`src/rtl/dds_phase_controller_if.sv`:
```
// Control, tuning-word handshake and LUT-side signals of the DDS phase controller.
// DDS_FREQ_SWEEP_EN adds the sweep step/limit inputs.
interface dds_phase_controller_if #(
    parameter int FW_W    = 16,
    parameter int PHASE_W = 10,
    parameter int BURST_W = 8
);
    logic               start;
    logic               stop;
    logic               fw_valid;
    logic [FW_W-1:0]    fw_data;
    logic               fw_ready;
    logic [BURST_W-1:0] burst_len;
    logic [PHASE_W-1:0] counter;
    logic               lut_reset;
    logic               busy;
    logic               period_tick;
    logic               done;
`ifdef DDS_FREQ_SWEEP_EN
    logic [FW_W-1:0]    fw_step;
    logic [FW_W-1:0]    fw_limit;

    modport master (
        output start, stop, fw_valid, fw_data, burst_len, fw_step, fw_limit,
        input  fw_ready, counter, lut_reset, busy, period_tick, done
    );
    modport slave (
        input  start, stop, fw_valid, fw_data, burst_len, fw_step, fw_limit,
        output fw_ready, counter, lut_reset, busy, period_tick, done
    );
`else
    modport master (
        output start, stop, fw_valid, fw_data, burst_len,
        input  fw_ready, counter, lut_reset, busy, period_tick, done
    );
    modport slave (
        input  start, stop, fw_valid, fw_data, burst_len,
        output fw_ready, counter, lut_reset, busy, period_tick, done
    );
`endif
endinterface

```
`src/rtl/dds_phase_controller.sv`:
```
// DDS phase accumulator and sequencer for the sine LUT: start/stop, bursts, phase-continuous retuning.
// Define DDS_FREQ_SWEEP_EN to add a saturating per-period frequency sweep.
module dds_phase_controller #(
    parameter int ACC_W   = 16,
    parameter int PHASE_W = 10,
    parameter int FW_W    = 16,
    parameter int BURST_W = 8
) (
    input  logic                  clk,
    input  logic                  reset,
    dds_phase_controller_if.slave bus
);
    typedef enum logic [1:0] {IDLE, RUN, STOPPING} state_t;

    localparam logic [BURST_W-1:0] ONE = 1;

    state_t             state, state_n;
    logic [ACC_W-1:0]   acc, acc_n;
    logic [FW_W-1:0]    fw_active, fw_active_n;
    logic [FW_W-1:0]    shadow, shadow_n;
    logic               pending, pending_n;
    logic [BURST_W-1:0] burst_cnt, burst_cnt_n;
    logic [BURST_W-1:0] burst_len_q, burst_len_n;
    logic               lut_reset_q, fw_ready_q, busy_q, tick_q, done_q;
    logic [ACC_W:0]     fw_ext, sum;
    logic               wrap, xfer, last_period;

`ifdef DDS_FREQ_SWEEP_EN
    function automatic logic [FW_W-1:0] sat_add(input logic [FW_W-1:0] a,
                                                 input logic [FW_W-1:0] b,
                                                 input logic [FW_W-1:0] lim);
        logic [FW_W:0] s;
        s = {1'b0, a} + {1'b0, b};
        return (s > {1'b0, lim}) ? lim : s[FW_W-1:0];
    endfunction
`endif

    // The carry out of the accumulator add marks the period boundary.
    assign fw_ext      = {{(ACC_W + 1 - FW_W){1'b0}}, fw_active};
    assign sum         = {1'b0, acc} + fw_ext;
    assign wrap        = (state != IDLE) && sum[ACC_W];
    assign xfer        = bus.fw_valid && fw_ready_q;
    assign last_period = (burst_len_q != '0) && ((burst_cnt + ONE) == burst_len_q);

    always_ff @(posedge clk or negedge reset) begin
        if (!reset) state <= IDLE;
        else        state <= state_n;
    end

    always_comb begin
        state_n     = state;
        acc_n       = acc;
        fw_active_n = fw_active;
        shadow_n    = shadow;
        pending_n   = pending;
        burst_cnt_n = burst_cnt;
        burst_len_n = burst_len_q;

        case (state)
            IDLE:     if (bus.start && !bus.stop) state_n = RUN;
            RUN:      if (wrap && last_period)    state_n = IDLE;
                      else if (bus.stop)          state_n = STOPPING;
            STOPPING: if (wrap || fw_active == '0) state_n = IDLE;
            default:  state_n = IDLE;
        endcase

        if (state == IDLE) begin
            if (xfer) fw_active_n = bus.fw_data;
            if (state_n == RUN) begin
                acc_n       = '0;
                burst_len_n = bus.burst_len;
                burst_cnt_n = '0;
            end
        end else begin
            acc_n = sum[ACC_W-1:0];
            if (wrap) begin
                burst_cnt_n = burst_cnt + ONE;
                if (pending) begin
                    fw_active_n = shadow;
                    pending_n   = 1'b0;
                end
`ifdef DDS_FREQ_SWEEP_EN
                else if (state == RUN) begin
                    fw_active_n = sat_add(fw_active, bus.fw_step, bus.fw_limit);
                end
`endif
            end
            // Retunes while running wait in the shadow so the phase never jumps mid-period.
            if (xfer) begin
                shadow_n  = bus.fw_data;
                pending_n = 1'b1;
            end
            if (state_n == IDLE) begin
                acc_n = '0;
                if (pending_n) begin
                    fw_active_n = shadow_n;
                    pending_n   = 1'b0;
                end
            end
        end
    end

    always_ff @(posedge clk or negedge reset) begin
        if (!reset) begin
            acc         <= '0;
            fw_active   <= '0;
            shadow      <= '0;
            pending     <= 1'b0;
            burst_cnt   <= '0;
            burst_len_q <= '0;
            lut_reset_q <= 1'b1;
            fw_ready_q  <= 1'b1;
            busy_q      <= 1'b0;
            tick_q      <= 1'b0;
            done_q      <= 1'b0;
        end else begin
            acc         <= acc_n;
            fw_active   <= fw_active_n;
            shadow      <= shadow_n;
            pending     <= pending_n;
            burst_cnt   <= burst_cnt_n;
            burst_len_q <= burst_len_n;
            lut_reset_q <= (state_n == IDLE);
            fw_ready_q  <= (state_n == IDLE) || !pending_n;
            busy_q      <= (state_n != IDLE);
            tick_q      <= wrap;
            done_q      <= (state != IDLE) && (state_n == IDLE);
        end
    end

    assign bus.counter     = acc[ACC_W-1 -: PHASE_W];
    assign bus.lut_reset   = lut_reset_q;
    assign bus.fw_ready    = fw_ready_q;
    assign bus.busy        = busy_q;
    assign bus.period_tick = tick_q;
    assign bus.done        = done_q;
endmodule

```
`src/flat_wrapper.sv`:
```
// flat-port wrapper written by rule: the top's interface ports become plain ports
module dds_phase_controller_flat 
#(
    parameter int ACC_W   = 16,
    parameter int PHASE_W = 10,
    parameter int FW_W    = 16,
    parameter int BURST_W = 8
)
  (clk, reset, bus_start, bus_stop, bus_fw_valid, bus_fw_data, bus_burst_len, bus_fw_ready, bus_counter, bus_lut_reset, bus_busy, bus_period_tick, bus_done);
  dds_phase_controller_if #(.FW_W(FW_W), .PHASE_W(PHASE_W), .BURST_W(BURST_W)) bus_i ();
  input  logic clk;
  input  logic reset;
  input wire logic [$bits(bus_i.start)-1:0] bus_start;
  input wire logic [$bits(bus_i.stop)-1:0] bus_stop;
  input wire logic [$bits(bus_i.fw_valid)-1:0] bus_fw_valid;
  input wire logic [$bits(bus_i.fw_data)-1:0] bus_fw_data;
  input wire logic [$bits(bus_i.burst_len)-1:0] bus_burst_len;
  output wire logic [$bits(bus_i.fw_ready)-1:0] bus_fw_ready;
  output wire logic [$bits(bus_i.counter)-1:0] bus_counter;
  output wire logic [$bits(bus_i.lut_reset)-1:0] bus_lut_reset;
  output wire logic [$bits(bus_i.busy)-1:0] bus_busy;
  output wire logic [$bits(bus_i.period_tick)-1:0] bus_period_tick;
  output wire logic [$bits(bus_i.done)-1:0] bus_done;
  assign bus_i.start = bus_start;
  assign bus_i.stop = bus_stop;
  assign bus_i.fw_valid = bus_fw_valid;
  assign bus_i.fw_data = bus_fw_data;
  assign bus_i.burst_len = bus_burst_len;
  assign bus_fw_ready = bus_i.fw_ready;
  assign bus_counter = bus_i.counter;
  assign bus_lut_reset = bus_i.lut_reset;
  assign bus_busy = bus_i.busy;
  assign bus_period_tick = bus_i.period_tick;
  assign bus_done = bus_i.done;
  dds_phase_controller #(.ACC_W(ACC_W), .PHASE_W(PHASE_W), .FW_W(FW_W), .BURST_W(BURST_W)) u_core (.clk(clk), .reset(reset), .bus(bus_i));
endmodule
```
`config.mk`:
```
export PLATFORM = sky130hd
export DESIGN_NAME = dds_phase_controller_flat
export DESIGN_NICKNAME = d
export VERILOG_FILES = /design/src/rtl/dds_phase_controller_if.sv /design/src/rtl/dds_phase_controller.sv /design/src/flat_wrapper.sv
export SDC_FILE = /design/constraint.sdc
export NUM_CORES = 1
export LEC_CHECK = 0
export BUFFER_PORTS_ARGS = -buffer_cell sky130_fd_sc_hd__clkbuf_2
export CORE_UTILIZATION = 40
export DETAILED_ROUTE_END_ITERATION = 16
export GPL_ROUTABILITY_DRIVEN = 0
export PLACE_DENSITY = 0.58
export SLEW_MARGIN = 15
export SYNTH_ARGS = -nofsm -noshare
export SYNTH_HDL_FRONTEND = slang
export SYNTH_SLANG_ARGS = --single-unit
```
`constraint.sdc`:
```
create_clock -name clk -period 7.9 [get_ports clk]
set_input_delay 1.185 -clock clk [delete_from_list [all_inputs] [get_ports clk]]
set_output_delay 1.185 -clock clk [all_outputs]
set_load 0.03 [all_outputs]
```
### Word level (Yosys, flattened, before mapping)

Index checks and enable logic that the tools add are counted.

* flip-flop bits (word level): 72
* input port bits: 29
* output and inout port bits: 15
* logic and storage cells: 62

* add/sub/neg operators: 2
* equality and inequality tests: 6
* mux-type cells: 23
* reductions and logical operators: 19

Operator list (count)
* 16-bit two-way mux: 10
* 8-bit two-way mux: 3
* 16-bit by 16-bit adder with 17-bit output: 1
* 16-bit logical NOT: 1
* 8-bit by 1-bit adder with 8-bit output, second input constant: 1
* 8-bit equality test: 1
* 2-bit two-way mux: 4
* 8-bit nonzero test: 1
* 1-bit logical AND: 6
* 2-bit case mux with 3 select lines: 1
* 2-bit nonzero test: 3
* 1-bit two-way mux: 5
* 2-bit by 1-bit equality test with 1-bit output, second input constant: 2
* 2-bit logical NOT: 2
* 2-bit AND reduction: 2
* 2-bit equality test, second input constant: 1
* 1-bit logical NOT: 2
* 1-bit logical OR: 2
* 2-bit by 1-bit inequality test with 1-bit output, second input constant: 1
* 2-bit inequality test, second input constant: 1

### Logic depth before layout (Yosys ltp)

* depth in word-level cells: 11
* depth in mapped cells: 11

### Worst setup path before layout

No wires, ideal clock.

* kind: reg2reg
* start: register u_core.fw_active[0]
* end: register u_core.fw_active[10]
* setup time: 0.079 ns
* data arrival time: 2.527 ns
* data required time: 7.821 ns
* path slack: 5.293 ns
* stages on the path, launching flop included: 12
* buffers on the path: 1
* clock period less this slack: 2.607 ns
* cells stage by stage: dfrtp_1 ha_1 inv_1 fa_1 nor2b_2 o31ai_2 a21oi_4 o211ai_2 nand4b_4 a22oi_4 buf_12 mux2i_1

* word-level cells in the longest chain between the ends: 8
* elaborated cells between the ends (all ways): 16

Ends and longest elaborated chain
* start, declared: RTL line dds_phase_controller.sv:19 `logic [FW_W-1:0] fw_active, fw_active_n;`
* start signal, assigned: RTL line dds_phase_controller.sv:118 `fw_active <= fw_active_n;`
* 16-bit by 16-bit adder with 17-bit output: RTL line dds_phase_controller.sv:40 `assign sum = {1'b0, acc} + fw_ext;`
* 1-bit logical AND: RTL line dds_phase_controller.sv:41 `assign wrap = (state != IDLE) && sum[ACC_W];`
* 1-bit logical OR, or another cell as far along: RTL line dds_phase_controller.sv:63 `STOPPING: if (wrap || fw_active == '0) state_n = IDLE;`
* 2-bit two-way mux, or another cell as far along: RTL line dds_phase_controller.sv:63
* 2-bit case mux with 3 select lines or 1-bit two-way mux (tied branches): RTL line dds_phase_controller.sv:59, dds_phase_controller.sv:67
* 2-bit logical NOT or 16-bit two-way mux (tied branches): RTL line dds_phase_controller.sv:93, dds_phase_controller.sv:95
* 16-bit two-way mux *: RTL line dds_phase_controller.sv:93 `if (state_n == IDLE) begin`
* 16-bit two-way mux *: RTL line dds_phase_controller.sv:67 `if (state == IDLE) begin`

Every way passes the cells marked *; elsewhere a longest branch is shown, timed or not. The select of a mux whose other input is x is not followed.
A chain may end at the register's enable or synchronous reset.

### Worst setup path after layout

* start: register u_core.fw_active[0]
* end: register u_core.fw_active[13]

Same word-level chain as after synthesis.

==> reports/metrics.csv <==
stage,metric,value,unit
floorplan,die_h,108.6,µm
yosys,synth_cell_types,68,
floorplan,initial_core_util,41.57,%
floorplan,die_area,11790,µm²
clocking,cts_tree,yes,
drt,first_pass_iters,4,
cells_and_area,fin_util,46.20,%
placement,placed_area,4765,µm²
yosys,synth_area,4546,µm²
min_path,hp-class,reg -> reg,
drt,vias_per_cell,5.649,
sta,fmax,289.2,MHz
outcome,status,"finished, final reports clean",
global_routing,first_global_vias,3523,
setup_path,cp_max_fo,17,
sta,setup_viol,0,
global_routing,grt_max_degree,73,
sta,timing.setup.tns,0,ps
yosys,yosysMostFrequentCell,dfrtp_1,
yosys,synth_flop_cell,dfrtp_1,
clocking,cts_resized,0,
clocking,clock_path_buffers,2,
drt,wire_per_inst,16.42,µm
floorplan,core_region_area,10940,µm²
sta,relSlewSlack,35.51,%
floorplan,die_w,108.6,µm
power,p_leak,2.207,nW
yosys,async_reset_ff_share,100.0,%
setup_path,criticalPathCategory,reg -> reg,
sta,worst_slew_pin_slew,967.4,ps
setup_path,end_kind,register,
power,ir_worst_vdd,0.0001664,V
setup_path,startpoint_type,register,
cells_and_area,antenna_cells,0,
setup_path,critical_path_required,8080,ps
drt,drc,0,
clocking,cts_made_buffers,9,
cells_and_area,drive_above_1_share,21.67,%
sta,rsz0062_at_grt,false,
cells_and_area,syn2layout_area_growth,11.15,%
cells_and_area,stdcell_area,5052,µm²
sta,final.min_clock_period,3458,ps
placement,place_hpwl,7147,µm
yosys,seq_area_frac_synth,39.69,%
clocking,cts_hold_buf,0,
global_routing,grt_overflow,0,
sta,timing.final.crit_share,43.77,%
global_routing,grt_pass1_wl,18020,µm
floorplan,num_io_pins,44,
yosys,syn_avg_cell_area,9.590,µm²
clocking,clk_pin_slew,60,ps
drt,drt_iter0_markers,140,
clocking,clk_latency,330,ps
sta,clock-skew-final,9.938,ps
setup_path,slowest_delay,820,ps
yosys,yosys-top-cells-area,"dfrtp_1 39%, mux2_2 5.9%, nand2_1 5.7%, a21oi_1 5.1%, ha_1 4.7%",
yosys,yosysWarnings,0,
yosys,synth_edf_count,0,
drt,antenna_left,0,
cells_and_area,nets,545,
setup_path,worst_ep_arrival_time,3640,ps
yosys,synthesis.nets,521,
sta,hold_viol,0,
placement,port-buffer-count,43,
setup_path,worstPathCellList,"ha_1, inv_1, fa_1, nor2b_2, o31ai_2, a21oi_4, o2111ai_2, o21ai_2, o221ai_1, mux2i_1",
yosys,yosys.area.top_type,dfrtp_1,
global_routing,antenna_found_initial,0,
floorplan,rows,38,
power,power.density,446.2,nW/µm²
drt,wl,10560,µm
clocking,cts_max_level,3,
flow_run,max_cap_viol_count,0,
setup_path,r2r_setup_slack,4440,ps
yosys,netlist_top_cells_count,"70 x dfrtp_1, 69 x nand2_1, 46 x a21oi_1",
clocking,post_cts.repair.setup_buffers,0,
clocking,root_buffer,clkbuf_16,
yosys,netlist_instances,474,
clocking,clock-sinks,72,
sta,finalMaxSlewViolations,0,
setup_path,slowest_stage,o2111ai_2,
global_routing,grt_util_all_layers,19.81,%
drt,vias,3632,
yosys,synth.top_cell.area_share,38.54,%
yosys,synth-seq-cells,72,
==> per-stage QoR <==
stage                     setup WS (ps)  hold WS (ps)  power (mW)  std cells
after CTS                          4453         489.3       2.271        643
after detailed placement           4302         477.2       1.865        627
final                              4442         489.4       2.254        643
after global routing               4204         520.6       2.445        643
after floorplan                    5293         453.8       1.644        474
after global placement             4380         470.4       1.829        627
==> layout by cell type, fill, tap and decap left out, types with 2 or more instances in the layout <==
master / n
clkbuf_8: 3
clkbuf_2: 42
xnor2_1: 11
or2_2: 2
a31o_2: 2
nand4_1: 2
ha_1: 17
buf_4: 3
dfstp_2: 2
and2_1: 3
clkbuf_16: 9
nor2_1: 15
nand3_1: 5
nand3_2: 2
a211oi_1: 4
o21ai_0: 30
o221ai_1: 17
nand2b_1: 4
mux2_2: 24
or3_1: 17
o41ai_1: 2
inv_1: 9
clkbuf_1: 2
a22o_1: 2
xor2_1: 10
nor3_1: 6
a21oi_1: 46
dfrtp_1: 70
nor4_1: 6
nor2b_1: 2
nand2_1: 69
mux2i_1: 19
a32o_1: 3
o21ai_1: 5
o21a_1: 2
==> routing by layer <==
| metal | track usage, % | routed length, µm | up-vias |
|---|---|---|---|
| li1 | - | - | 1782 |
| met1 | 28.40 | 5217 | 1759 |
| met2 | 29.25 | 4722 | 75 |
| met3 | 2.592 | 398 | 16 |
| met4 | 9.653 | 218 | 0 |
| met5 | 0 | 0 | - |
==> flip-flops by register name (all words and copies together) (netlist names), 2 cells and up <==
signal and flops:
u_core.acc 16, u_core.burst_len_q 8, u_core.fw_active 16, u_core.shadow 16, u_core.burst_cnt 8, u_core.state 2
==> final cells by class <==
| class | instances | area [µm²] |
|---|---|---|
| fill | 1049 | 5883 |
| multi-input combinational | 361 | 2520 |
| sequential | 72 | 1804 |
| clock buffer | 14 | 274.0 |
| timing repair buffer | 45 | 232.7 |
| tap | 140 | 175.2 |
| inverter | 9 | 33.78 |
| clock inverter | 2 | 12.51 |
==> final timing paths <==
| check | start | cells past startpoint | to |
|---|---|---|---|
| max | u_core.fw_active[0]$_DFFE_PN0P_ | 10 | u_core.fw_active[13]$_DFFE_PN0P_ |
| min | u_core.acc[5]$_DFFE_PN0P_ | 2 | u_core.acc[5]$_DFFE_PN0P_ |
| max reg2reg | u_core.fw_active[0]$_DFFE_PN0P_ | 10 | u_core.fw_active[13]$_DFFE_PN0P_ |
| min reg2reg | u_core.acc[5]$_DFFE_PN0P_ | 2 | u_core.acc[5]$_DFFE_PN0P_ |
| max in group asynchronous | reset | 1 | u_core.fw_active[12]$_DFFE_PN0P_ |
| min in group asynchronous | reset | 1 | u_core.acc[11]$_DFFE_PN0P_ |
==> power by group <==
part / switching [mW] / internal, mW
Combinational: 0.653 / 0.489
Clock: 0.152 / 0.238
Sequential: 0.181 / 0.541
==> cell families (layout without fill, tap and decap cells) <==
logic type / count (synthesis) / after routing / synth area share, %
simple gates: 146 / 146 / 16.46
compound gates: 133 / 133 / 19.65
flops: 72 / 72 / 39.69
mux: 43 / 43 / 10.13
buf+inv: 41 / 70 / 4.899
xor+xnor: 21 / 21 / 4.046
fa+ha+maj: 18 / 18 / 5.120
==> worst max-delay path: cells and delay by family, from the launching register on <==
| kind | cells | cell delay [ps] |
|---|---|---|
| fa+ha+maj | 2 | 470 |
| simple gates | 1 | 70 |
| mux | 1 | 110 |
| compound gates | 5 | 2150 |
| buf+inv | 1 | 80 |
| flops | 1 | 420 |
No activity file was read; power rests on OpenSTA's default activity.
